**src/rtl/trim_pkg.sv**
```systemverilog
// Shared types and width helpers for the trim code sweep generator.
package trim_pkg;

    typedef enum logic [2:0] {
        IDLE,
        LOAD,
        SHIFT,
        LATCHS,
        HOLD
    } trim_state_t;

    function automatic int tick_cnt_w(input int div_max);
        return (div_max < 1) ? 1 : $clog2(div_max + 1);
    endfunction

    function automatic int bit_cnt_w(input int code_w);
        return $clog2(code_w + 1);
    endfunction

    // hold counter only needs to reach SETTLE_TICKS-1
    function automatic int hold_cnt_w(input int settle_ticks);
        return (settle_ticks < 2) ? 1 : $clog2(settle_ticks);
    endfunction

endpackage

```
**src/rtl/trim_tick_div.sv**
```systemverilog
// Enable-gated tick divider: one tick every DIV_MAX+1 cycles while enabled, held at zero otherwise.
module trim_tick_div
    import trim_pkg::*;
#(
    parameter int DIV_MAX = 24999999
) (
    input  logic CLK50,
    input  logic RST_N,
    input  logic en,
    output logic tick
);

    localparam int CW = tick_cnt_w(DIV_MAX);

    logic [CW-1:0] count_reg;
    logic          at_max;

    assign at_max = (count_reg == CW'(DIV_MAX));
    assign tick   = en && at_max;

    always_ff @(posedge CLK50 or negedge RST_N) begin
        if (!RST_N) begin
            count_reg <= '0;
        end else if (!en || at_max) begin
            count_reg <= '0;
        end else begin
            count_reg <= count_reg + CW'(1);
        end
    end

endmodule

```
**src/rtl/trim_sweep_gen.sv**
```systemverilog
// Steps a trim code from START_CODE to END_CODE, shifts each code out serially,
// latches it and holds it for a settle window; all timing runs on CLK50 clock enables.
module trim_sweep_gen
    import trim_pkg::*;
#(
    parameter int CODE_W       = 12,
    parameter int DIV_MAX      = 24999999,
    parameter int START_CODE   = 1,
    parameter int END_CODE     = 4095,
    parameter int STEP         = 1,
    parameter int SETTLE_TICKS = 4,
    parameter int MSB_FIRST    = 0
) (
    input  logic              CLK50,
    input  logic              RST_N,
    input  logic              START,
    input  logic              ABORT,
    input  logic              SINGLE,
    output logic              DOUT,
    output logic              SCLK,
    output logic              LATCH,
    output logic [CODE_W-1:0] TRIMCODE,
    output logic              BUSY,
    output logic              DONE
);

    localparam int BW = bit_cnt_w(CODE_W);
    localparam int HW = hold_cnt_w(SETTLE_TICKS);

    trim_state_t       state_reg;
    logic [CODE_W-1:0] code_reg;
    logic [CODE_W-1:0] shreg_reg;
    logic [BW-1:0]     bit_cnt_reg;
    logic [HW-1:0]     hold_cnt_reg;
    logic              phase_reg;
    logic              single_reg;
    logic              dout_reg;
    logic              sclk_reg;
    logic              latch_reg;
    logic [CODE_W-1:0] trim_reg;
    logic              busy_reg;
    logic              done_reg;

    logic              tick;
    logic              div_en;
    logic [CODE_W:0]   next_wide;
    logic [CODE_W-1:0] next_code;
    logic              out_bit;
    logic [CODE_W-1:0] shreg_next;
    logic              last_bit_sent;
    logic              last_hold_tick;
    logic              sweep_end;

    // Dropping the enable on ABORT clears the divider on the same edge that returns to IDLE.
    assign div_en = (state_reg != IDLE) && !ABORT;

    trim_tick_div #(
        .DIV_MAX(DIV_MAX)
    ) u_div (
        .CLK50(CLK50),
        .RST_N(RST_N),
        .en   (div_en),
        .tick (tick)
    );

    // One extra bit catches the carry so the last step clamps to END_CODE instead of wrapping.
    assign next_wide = {1'b0, code_reg} + (CODE_W+1)'(STEP);
    assign next_code = (next_wide > (CODE_W+1)'(END_CODE)) ? CODE_W'(END_CODE)
                                                           : next_wide[CODE_W-1:0];

    assign out_bit    = (MSB_FIRST != 0) ? shreg_reg[CODE_W-1] : shreg_reg[0];
    assign shreg_next = (MSB_FIRST != 0) ? {shreg_reg[CODE_W-2:0], 1'b0}
                                         : {1'b0, shreg_reg[CODE_W-1:1]};

    assign last_bit_sent  = (bit_cnt_reg == BW'(CODE_W));
    assign last_hold_tick = (hold_cnt_reg == HW'(SETTLE_TICKS - 1));
    assign sweep_end      = single_reg || (code_reg == CODE_W'(END_CODE));

    always_ff @(posedge CLK50 or negedge RST_N) begin
        if (!RST_N) begin
            state_reg    <= IDLE;
            code_reg     <= '0;
            shreg_reg    <= '0;
            bit_cnt_reg  <= '0;
            hold_cnt_reg <= '0;
            phase_reg    <= 1'b0;
            single_reg   <= 1'b0;
            dout_reg     <= 1'b0;
            sclk_reg     <= 1'b0;
            latch_reg    <= 1'b0;
            trim_reg     <= '0;
            busy_reg     <= 1'b0;
            done_reg     <= 1'b0;
        end else begin
            done_reg <= 1'b0;
            if (ABORT) begin
                state_reg <= IDLE;
                dout_reg  <= 1'b0;
                sclk_reg  <= 1'b0;
                latch_reg <= 1'b0;
                busy_reg  <= 1'b0;
            end else begin
                case (state_reg)
                    IDLE: begin
                        if (START) begin
                            state_reg  <= LOAD;
                            code_reg   <= CODE_W'(START_CODE);
                            single_reg <= SINGLE;
                            busy_reg   <= 1'b1;
                        end
                    end
                    LOAD: begin
                        if (tick) begin
                            trim_reg    <= code_reg;
                            shreg_reg   <= code_reg;
                            bit_cnt_reg <= '0;
                            phase_reg   <= 1'b0;
                            state_reg   <= SHIFT;
                        end
                    end
                    SHIFT: begin
                        if (tick) begin
                            if (!phase_reg) begin
                                sclk_reg <= 1'b0;
                                if (last_bit_sent) begin
                                    latch_reg <= 1'b1;
                                    state_reg <= LATCHS;
                                end else begin
                                    dout_reg  <= out_bit;
                                    shreg_reg <= shreg_next;
                                    phase_reg <= 1'b1;
                                end
                            end else begin
                                sclk_reg    <= 1'b1;
                                bit_cnt_reg <= bit_cnt_reg + BW'(1);
                                phase_reg   <= 1'b0;
                            end
                        end
                    end
                    LATCHS: begin
                        if (tick) begin
                            latch_reg    <= 1'b0;
                            hold_cnt_reg <= '0;
                            state_reg    <= HOLD;
                        end
                    end
                    HOLD: begin
                        if (tick) begin
                            hold_cnt_reg <= hold_cnt_reg + HW'(1);
                            if (last_hold_tick) begin
                                if (sweep_end) begin
                                    state_reg <= IDLE;
                                    done_reg  <= 1'b1;
                                    busy_reg  <= 1'b0;
                                end else begin
                                    code_reg  <= next_code;
                                    state_reg <= LOAD;
                                end
                            end
                        end
                    end
                    default: state_reg <= IDLE;
                endcase
            end
        end
    end

    assign DOUT     = dout_reg;
    assign SCLK     = sclk_reg;
    assign LATCH    = latch_reg;
    assign TRIMCODE = trim_reg;
    assign BUSY     = busy_reg;
    assign DONE     = done_reg;

endmodule

```
**config.mk**
```make
export PLATFORM = sky130hd
export DESIGN_NAME = trim_sweep_gen
export DESIGN_NICKNAME = d
export VERILOG_FILES = /design/src/rtl/trim_pkg.sv /design/src/rtl/trim_tick_div.sv /design/src/rtl/trim_sweep_gen.sv
export SDC_FILE = /design/constraint.sdc
export NUM_CORES = 1
export LEC_CHECK = 0
export CAP_MARGIN = 10
export CORE_MARGIN = 3
export CORE_UTILIZATION = 30
export DETAILED_ROUTE_END_ITERATION = 16
export GPL_ROUTABILITY_DRIVEN = 0
export SKIP_LAST_GASP = 1
export SLEW_MARGIN = 30
export SYNTH_ARGS = -nofsm -noshare
export SYNTH_HDL_FRONTEND = slang
export SYNTH_SLANG_ARGS = --single-unit
```
**constraint.sdc**
```tcl
create_clock -name CLK50 -period 5.4 [get_ports CLK50]
set_clock_uncertainty 0.15 [all_clocks]
set_input_delay 0.81 -clock CLK50 [delete_from_list [all_inputs] [get_ports CLK50]]
set_output_delay 0.81 -clock CLK50 [all_outputs]
set_load 0.005 [all_outputs]
```
==> qor.txt, run 1 <==
post_cts resized - 0
worst vdd ir - 0.154 mV
RR Startpoint - u_div.count_reg[0]$_DFF_PN0_
vias in the first global route - 3,201
Yosys reg bits - 77
Seq pwr share - 0.491
final setup vio count - 0
EDFF count, synth - 0
# DRC - 0
max reg flops - 25
Avg Synthesized Cell Area - 9.12 um2
max-cap viol count - 0
Area after DPL - 0.00437 mm2
worst setup path class - register to register
DPL Wire Length - 6130 um
Synth top area share - 0.478
Post-Syn Nets - 453
WHS Path Cells - 2
per-cell routed wire length - 13.8 um
root buf cell - clkbuf_16
cell area after layout - 0.00468 mm2
WP data arrival - 3220 ps
Slew @ Worst Pin - 805 ps
Clock Latency Late Sink - 330 ps
footprint of the multi-input gates - 0.00193 mm2
GRT Util Overall - 0.126
area growth from synthesis to final layout - 16.1%
status - finished, final reports clean
Via Count - 3,193
commonest cells after routing, fill and taps aside - 77 x dfrtp_1, 55 x nor2_1, 41 x nand2_1, 29 x o21ai_0, 27 x nand3_1
r2r setup slk - 2310 ps
ys flop type - dfrtp_1
Seq/Total Area, Yosys - 0.478
Max clock buf depth - 2
Reg clk slew, reported paths - 60 ps
Pleak - 1.88 nW
PortBufs - 21
setup_tns - 0 ps
postcts setup bufs - 0
boundary pin count - 22
# nets final - 467
max-slew violation count - 0
count of cell types in the netlist - 45
H-tree depth - 3
Internal - 0.930 mW
Die Span Y - 122 um
Final min period - 3090 ps
Worst Setup End Kind - register
layout cells sized above 1 - 0.0846
Max-Slew Margin vs Limit - 0.461
Sequential cell area - 0.00193 mm2
Gate power share - 0.035
initial cell density of the core - 0.313
Fmax - 0.323 GHz
CTS hold repair buffers - 0
Sw Share - 0.222
antenna-violating nets left - 0
initial drt markers - 203
FP Rows - 41
GR Overflow Total - 0
most common cell after layout, fill and taps aside - dfrtp_1
RSZ-0062 raised after global routing - false
largest net degree at the start of global routing - 78
vias per cell - 5.04
DIE AREA - 0.0149 mm2
final-report hold violation count - 0
final WL - 8710 um
Worst setup SP type - register
drt pass-1 iters - 4
Pwr Density - 255 mW/mm2
post-synthesis cell count - 442
largest fanout on the critical path - 11
number of buffers created by CTS - 9
total power - 1.20 mW
CTS Sinks - 77
YS warnings - 0
reg2reg end - code_reg[0]$_DFFE_PN0P_
Critical Path RT - 5520 ps
Endpoint, Worst Hold - shreg_reg[9]$_DFFE_PN0P_
Clock Power Share - 0.473
TritonCTS clock tree - built
initial antenna violation count - 0
area leader, netlist - dfrtp_1
Horiz. Die Dim - 122 um
final period utilization - 0.573
FFs w/ async S/R, synth - 1.00
mapped cell area - 0.00403 mm2
Diodes inserted - 0
switching power of the nets - 0.266 mW
worst hold path type - register to register
first-pass GRT wire length - 15,100 um
Synth area leaders - dfrtp_1 48%, nor2_1 5.1%, nand2_1 3.8%, mux2_2 3.6%, o21ai_0 3.6%
core area - 0.0129 mm2
startpoint of the worst hold path - shreg_reg[9]$_DFFE_PN0P_
Filler cells - 1,273
cells on worst reg2reg path - 6
-- worst max-delay path: stages, from the launching register on --
cell     delay [ps]
dfrtp_1         430
ha_1            260
nand2_1         150
or3_1           510
or4_4           630
o21ai_1         620
mux2_2          280
-- synth_stat cells, types with 2 or more instances --
master and n:
o21ai_0 29, ha_1 6, and3_1 6, o21ai_1 2, xor2_1 10, nor4_1 15
a21o_1 3, o2111ai_1 2, nor2b_1 6, and4_1 3, inv_1 21, nand3_1 27
nand2_1 41, o22ai_1 2, buf_2 4, or3_1 3, nand4_1 10, nand3b_1 4
dfrtp_1 77, a21oi_1 15, xnor2_1 15, and2_1 5, nand2b_1 3, a21boi_0 2
nor2_1 55, a31oi_1 7, a31o_2 2, a221oi_1 2, o211ai_1 6, nor3_1 17
mux2_2 13, buf_6 2, clkbuf_1 15
-- power by group through the flow --
stage / combinational, mW / sequential, mW / clock (mW)
global route: 0.0482 / 0.588 / 0.611
finish: 0.0422 / 0.587 / 0.566
CTS: 0.0420 / 0.587 / 0.583
floorplan: 0.0231 / 0.595 / 0
global placement: 0.0407 / 0.597 / 0
detailed placement: 0.0415 / 0.598 / 0
-- metrics by stage --
step | hold slack [ps] | setup slack [ps] | std cells | util
2_1_floorplan | 300 | 2860 | 442 | -
3_3_place_gp | 313 | 2130 | 616 | 0.339
3_5_place_dp | 320 | 2010 | 616 | 0.339
4_1_cts | 333 | 2280 | 632 | 0.362
5_1_grt | 358 | 2120 | 633 | 0.363
6_report | 329 | 2310 | 633 | 0.363
-- kinds of logic after synthesis --
family / share of synthesized area
flip-flops: 0.478
AND/OR/NAND/NOR: 0.253
adder cells (fa/ha/maj): 0.0186
AO/OA/AOI/OAI: 0.113
XOR/XNOR: 0.0543
buffers and inverters: 0.0441
multiplexers: 0.0388
-- metal layers --
layer,track usage,routed length [um],up-vias
met3,0.0325,263,23
met4,0.0581,284,0
met5,0,0,-
met1,0.152,3940,1518
li1,-,-,1580
met2,0.212,4220,72
-- how the worst max path moves through the flow --
stage | start | endpoint | depth (start not counted)
2_1_floorplan | u_div.count_reg[0]$_DFF_PN0_ | DOUT$_DFFE_PN0P_ | 8
3_3_place_gp | ABORT | TRIMCODE[2]$_DFFE_PN0P_ | 5
3_5_place_dp | ABORT | TRIMCODE[4]$_DFFE_PN0P_ | 5
4_1_cts | u_div.count_reg[0]$_DFF_PN0_ | shreg_reg[7]$_DFFE_PN0P_ | 6
5_1_grt | u_div.count_reg[0]$_DFF_PN0_ | code_reg[7]$_DFFE_PN0P_ | 6
6_report | u_div.count_reg[0]$_DFF_PN0_ | code_reg[0]$_DFFE_PN0P_ | 6
-- cell type report --
cell class              count  area share
inverters                  21      0.0168
clock inverters             5     0.00749
flip-flops and latches     77       0.412
repair buffers             24      0.0508
clock buffers              11      0.0540
multi-input cells         323       0.413
well taps                 172      0.0460
(Power assumes the default switching activity.)
==> inputs of run 2 (changes only) <==
- clock period: 5.4 -> 2.9 ns (I/O delays scaled with it)
==> run 2 against run 1 <==
  * The flow now finishes with violations (hold timing)
  * Register-to-register slack worse by 2000 ps
  * Sequential cell count unchanged
  * Hold slack got worse by 350 ps
  * Wire length up 5.4%
  * Setup slack lost 2000 ps
  * Core utilization increased by 0.92 points
  * Fmax rose by 21%
  * Sequential share of layout area decreased by 1.0 points
  * Non-clock buffer count up 10
==> qor.txt, run 2 (synthesis gave the netlist of run 1 again) <==
Diodes inserted - 0 (unchanged)
postcts setup bufs - 0 (unchanged)
final setup vio count - 0 (unchanged)
post_cts resized - 0 (unchanged)
violated checks - hold timing
most common cell after layout, fill and taps aside - dfrtp_1 (unchanged)
initial antenna violation count - 0 (unchanged)
utilization after layout - 0.373 (was 0.363)
hold slack - -15.8 ps (was 329 ps)
r2r setup slk - 350 ps (was 2310 ps)
# nets final - 477 (was 467)
status - complete, but fails checks (was finished, final reports clean)
DP Cell Count - 627 (was 616)
Fmax - 0.392 GHz (was 0.323 GHz)
cell area after layout - 0.00480 mm2 (was 0.00468 mm2)
FP Rows - 41 (unchanged)
worst hold path type - primary input to async pin (was register to register)
DIE AREA - 0.0149 mm2 (unchanged)
boundary pin count - 22 (unchanged)
final WL - 9180 um (was 8710 um)
WP data arrival - 2610 ps (was 3220 ps)
layout cells sized above 1 - 0.0977 (was 0.0846)
total power - 2.46 mW (was 1.20 mW)
TritonCTS clock tree - built (unchanged)
antenna-violating nets left - 0 (unchanged)
DPL Wire Length - 6560 um (was 6130 um)
final non-filler cell total - 643 (was 633)
commonest cells after routing, fill and taps aside - 77 x dfrtp_1, 55 x nor2_1, 41 x nand2_1, 29 x o21ai_0, 27 x nand3_1 (unchanged)
GRT Util Overall - 0.134 (was 0.126)
max reg flops - 25 (unchanged)
GR Overflow Total - 0 (unchanged)
setup_tns - 0 ps (unchanged)
worst setup path class - register to register (unchanged)
H-tree depth - 3 (unchanged)
worst vdd ir - 0.438 mV (was 0.154 mV)
Slew @ Worst Pin - 685 ps (was 805 ps)
drt pass-1 iters - 4 (unchanged)
number of buffers created by CTS - 9 (unchanged)
PortBufs - 21 (unchanged)
final worst setup slack - 351 ps (was 2310 ps)
max-slew violation count - 0 (unchanged)
Reg clk slew, reported paths - 50 ps (was 60 ps)
Worst setup SP type - register (unchanged)
area growth from synthesis to final layout - 19.0% (was 16.1%)
Pleak - 1.95 nW (was 1.88 nW)
CTS Sinks - 77 (unchanged)
Horiz. Die Dim - 122 um (unchanged)
Max clock buf depth - 2 (unchanged)
CTS hold repair buffers - 0 (unchanged)
initial cell density of the core - 0.313 (unchanged)
Filler cells - 1,299 (was 1,273)
Via Count - 3,249 (was 3,193)
Die Span Y - 122 um (unchanged)
cells on worst reg2reg path - 9 (was 6)
Area after DPL - 0.00445 mm2 (was 0.00437 mm2)
vias per cell - 5.05 (was 5.04)
RR Startpoint - u_div.count_reg[0]$_DFF_PN0_ (unchanged)
Pwr Density - 512 mW/mm2 (was 255 mW/mm2)
RSZ-0062 raised after global routing - false (unchanged)
Worst Setup End Kind - register (unchanged)
final period utilization - 0.879 (was 0.573)
Clock Latency Late Sink - 340 ps (was 330 ps)
largest net degree at the start of global routing - 78 (unchanged)
Critical Path RT - 2960 ps (was 5520 ps)
initial drt markers - 222 (was 203)
Final min period - 2550 ps (was 3090 ps)
first-pass GRT wire length - 15,700 um (was 15,100 um)
vias in the first global route - 3,200 (was 3,201)
reg2reg end - u_div.count_reg[13]$_DFF_PN0_ (was code_reg[0]$_DFFE_PN0P_)
per-cell routed wire length - 14.3 um (was 13.8 um)
core area - 0.0129 mm2 (unchanged)
Max-Slew Margin vs Limit - 0.544 (was 0.461)
largest fanout on the critical path - 25 (was 11)
# DRC - 0 (unchanged)
Post-Place Worst Slack - 369 ps (was 2010 ps)
final-report hold violation count - 61 (was 0)
root buf cell - clkbuf_16 (unchanged)
max-cap viol count - 0 (unchanged)
run 2: cell count changes in the layout (fill, tap and decap cells not counted), sizes merged:
cell,delta
buf,+10
bufinv,+3
clkinv,-3
clkbuf,+1
clkinvlp,-1
run 2: where the power goes:
group          total, mW  internal [mW]  switching (mW)
registers           1.09           1.08          0.0114
logic             0.0814         0.0256          0.0558
clock network       1.28          0.863           0.420
run 2: how the worst max path moves through the flow:
stage | startpoint | endpoint | slack [ps] | cells past startpoint
2_1_floorplan | u_div.count_reg[0]$_DFF_PN0_ | DOUT$_DFFE_PN0P_ | 360 | 8
3_3_place_gp | ABORT | DOUT$_DFFE_PN0P_ | 430 | 4
3_5_place_dp | u_div.count_reg[0]$_DFF_PN0_ | u_div.count_reg[13]$_DFF_PN0_ | 370 | 9
4_1_cts | u_div.count_reg[0]$_DFF_PN0_ | u_div.count_reg[13]$_DFF_PN0_ | 340 | 9
5_1_grt | u_div.count_reg[0]$_DFF_PN0_ | u_div.count_reg[4]$_DFF_PN0_ | 80 | 9
6_report | u_div.count_reg[0]$_DFF_PN0_ | u_div.count_reg[13]$_DFF_PN0_ | 350 | 9
run 2: routing by layer:
metal,vias up,part of all wire,global-route usage
met4,0,0.015,0.0448
met1,1579,0.44,0.160
met5,-,0,0
li1,1605,-,-
met2,51,0.52,0.236
met3,14,0.030,0.0348
run 2: final cells by class:
cell class / instances / area, um2 / area share
inverter: 21 / 78.8 / 0.0164
clock inverter: 4 / 95.1 / 0.0198
sequential: 77 / 1930 / 0.402
timing repair buffer: 34 / 309 / 0.0644
clock buffer: 12 / 246 / 0.0514
tap: 172 / 215 / 0.0449
multi-input combinational: 323 / 1930 / 0.401
run 2: critical path, cell delays in order (launching register included):
cell and delay (ps):
dfrtp_1 410, ha_1 250, nand2_1 130, or3_1 390, buf_4 180, nor3_1 190, buf_4 230, nand2b_1 130
buf_4 270, nor2_1 90
==> inputs of run 3 (changes only) <==
- ABC_AREA: default -> 1
==> run 3 against run 2 <==
  * The flow now finishes without violations
  * Sequential cell count unchanged
  * Non-clock buffer count down 7
  * Fmax up 8.8%
  * Critical endpoint is now code_reg[4]$_DFFE_PN0P_
  * Synthesized cell count up 29%
  * Sequential share of layout area down 1.1 points
  * Cell count up 21%
  * Setup slack better by 210 ps
  * Wire length up 4.5%
  * Largest power group is now sequential cells
  * Critical path depth up 3
==> qor.txt, run 3 <==
Slew @ Worst Pin - 500 ps (was 685 ps)
Max-Slew Margin vs Limit - 0.665 (was 0.544)
Diodes inserted - 0 (unchanged)
ys flop type - dfrtp_1 (unchanged)
EDFF count, synth - 0 (unchanged)
largest family of logic cells by synthesized area - simple AND/OR/NAND/NOR gates (unchanged)
Via Count - 3,668 (was 3,249)
PortBufs - 21 (unchanged)
Pwr Density - 580 mW/mm2 (was 512 mW/mm2)
Worst setup SP type - register (unchanged)
final WL - 9590 um (was 9180 um)
number of buffers created by CTS - 9 (unchanged)
Post-Syn Nets - 582 (was 453)
final setup vio count - 0 (unchanged)
vias in the first global route - 3,667 (was 3,200)
Horiz. Die Dim - 125 um (was 122 um)
first-pass GRT wire length - 17,100 um (was 15,700 um)
CTS Sinks - 77 (unchanged)
hold slack - 310 ps (was -15.8 ps)
DIE AREA - 0.0155 mm2 (was 0.0149 mm2)
Synth area leaders - dfrtp_1 46%, nand2_1 17%, nor2_1 5.7%, inv_1 5.4%, nand3_1 4.5% (was dfrtp_1 48%, nor2_1 5.1%, nand2_1 3.8%, mux2_2 3.6%, o21ai_0 3.6%)
initial antenna violation count - 0 (unchanged)
post-synthesis cell count - 571 (was 442)
Final min period - 2340 ps (was 2550 ps)
final period utilization - 0.808 (was 0.879)
core area - 0.0135 mm2 (was 0.0129 mm2)
largest fanout on the critical path - 13 (was 25)
per-cell routed wire length - 12.3 um (was 14.3 um)
# DRC - 0 (unchanged)
Post-Synth Simple-Gate Area - 0.322 (was 0.253)
Pleak - 2.30 nW (was 1.95 nW)
final worst setup slack - 557 ps (was 351 ps)
GR Overflow Total - 0 (unchanged)
FFs w/ async S/R, synth - 1.00 (unchanged)
commonest cells after routing, fill and taps aside - 189 x nand2_1, 77 x dfrtp_1, 64 x nor2_1, 61 x inv_1, 38 x nand3_1 (was 77 x dfrtp_1, 55 x nor2_1, 41 x nand2_1, 29 x o21ai_0, 27 x nand3_1)
most frequent cell after synthesis - nand2_1 (was dfrtp_1)
worst setup path class - register to register (unchanged)
setup_tns - 0 ps (unchanged)
Seq/Total Area, Yosys - 0.456 (was 0.478)
largest net degree at the start of global routing - 43 (was 78)
RSZ-0062 raised after global routing - false (unchanged)
post_cts resized - 0 (unchanged)
worst vdd ir - 0.258 mV (was 0.438 mV)
GRT Util Overall - 0.131 (was 0.134)
DP Cell Count - 762 (was 627)
max-cap viol count - 0 (unchanged)
Max clock buf depth - 2 (unchanged)
status - finished, final reports clean (was complete, but fails checks)
Filler cells - 1,374 (was 1,299)
Fmax - 0.427 GHz (was 0.392 GHz)
utilization after layout - 0.365 (was 0.373)
YS warnings - 0 (unchanged)
initial drt markers - 268 (was 222)
Worst Setup End Kind - register (unchanged)
final non-filler cell total - 779 (was 643)
total power - 2.86 mW (was 2.46 mW)
layout cells sized above 1 - 0.0896 (was 0.0977)
Synth top area share - 0.456 (was 0.478)
FP Rows - 42 (was 41)
mapped cell area - 0.00422 mm2 (was 0.00403 mm2)
most common cell after layout, fill and taps aside - nand2_1 (was dfrtp_1)
H-tree depth - 3 (unchanged)
top post-synthesis cells by count - 189 x nand2_1, 77 x dfrtp_1, 64 x nor2_1, 61 x inv_1, 38 x nand3_1 (was 77 x dfrtp_1, 55 x nor2_1, 41 x nand2_1, 29 x o21ai_0, 27 x nand3_1)
WP data arrival - 2420 ps (was 2610 ps)
area growth from synthesis to final layout - 16.8% (was 19.0%)
DPL Wire Length - 7050 um (was 6560 um)
Avg Synthesized Cell Area - 7.40 um2 (was 9.12 um2)
Post-Place Worst Slack - 568 ps (was 369 ps)
drt pass-1 iters - 5 (was 4)
boundary pin count - 22 (unchanged)
postcts setup bufs - 0 (unchanged)
root buf cell - clkbuf_16 (unchanged)
cell area after layout - 0.00493 mm2 (was 0.00480 mm2)
Post-Synth Adder-Cell Area - 0.0178 (was 0.0186)
final-report hold violation count - 0 (was 61)
post-synthesis compound-gate area fraction - 0.108 (was 0.113)
max reg flops - 25 (unchanged)
mux cell area share after synthesis - 0.00267 (was 0.0388)
antenna-violating nets left - 0 (unchanged)
max-slew violation count - 0 (unchanged)
Area after DPL - 0.00463 mm2 (was 0.00445 mm2)
vias per cell - 4.71 (was 5.05)
Clock Latency Late Sink - 330 ps (was 340 ps)
Die Span Y - 125 um (was 122 um)
initial cell density of the core - 0.313 (about the same)
# nets final - 609 (was 477)
Critical Path RT - 2970 ps (was 2960 ps)
count of cell types in the netlist - 37 (was 45)
Yosys reg bits - 77 (unchanged)
Reg clk slew, reported paths - 60 ps (was 50 ps)
xor-xnor portion of the synthesized cell area - 0.0166 (was 0.0543)
TritonCTS clock tree - built (unchanged)
area leader, netlist - dfrtp_1 (unchanged)
worst hold path type - register to register (was primary input to async pin)
run 3: cells by family after synthesis:
logic type,after synthesis
xor+xnor,8
flops,77
simple gates,324
fa+ha+maj,6
mux,1
compound gates,77
buf+inv,78
run 3: worst max-delay path: stages, from the launching register on:
cell     delay (ps)
dfrtp_1         490
ha_1            310
nand3_1         140
nor2_2          200
nand3_1         150
nand2_1         140
nand2_1          90
nand2_1          60
inv_1            50
nand2_2         220
nor2_4          100
nand2_1          90
nand2_1          50
run 3: routing by layer:
layer / wire [um] / global-route usage
met1: 4360 / 0.165
met2: 4440 / 0.214
met3: 458 / 0.0270
met4: 332 / 0.0651
met5: 0 / 0
run 3: final timing paths:
| path | from | end | slack, ps | cells past startpoint |
|---|---|---|---|---|
| setup reg to reg | code_reg[1]$_DFFE_PN0P_ | code_reg[4]$_DFFE_PN0P_ | 560 | 12 |
| hold / removal | u_div.count_reg[0]$_DFF_PN0_ | u_div.count_reg[0]$_DFF_PN0_ | 310 | 1 |
| setup / recovery | code_reg[1]$_DFFE_PN0P_ | code_reg[4]$_DFFE_PN0P_ | 560 | 12 |
| hold reg to reg | u_div.count_reg[0]$_DFF_PN0_ | u_div.count_reg[0]$_DFF_PN0_ | 310 | 1 |
| min in group asynchronous | RST_N | phase_reg$_DFFE_PN0P_ | 470 | 2 |
| max in group asynchronous | RST_N | u_div.count_reg[4]$_DFF_PN0_ | 1540 | 3 |
run 3: final cells by class:
type	count	area [um2]	area share
sequential	77	1930	0.391
clock inverter	6	63.8	0.0129
inverter	67	251	0.0510
multi-input combinational	416	1970	0.400
timing repair buffer	27	268	0.0543
clock buffer	10	229	0.0464
tap	176	220	0.0446
run 3: where the power goes:
group | total, mW | leakage [nW] | internal (mW) | switching, mW
Clock | 1.10 | 0.138 | 0.664 | 0.439
Sequential | 1.17 | 1.06 | 1.12 | 0.0473
Combinational | 0.586 | 1.10 | 0.186 | 0.400
Total | 2.86 | 2.30 | 1.97 | 0.886
run 3: repair_timing:
action	in CTS	in global routing
endpoints found under the setup margin	0	0
hold endpoints to repair	35	0
hold buffers	1	0
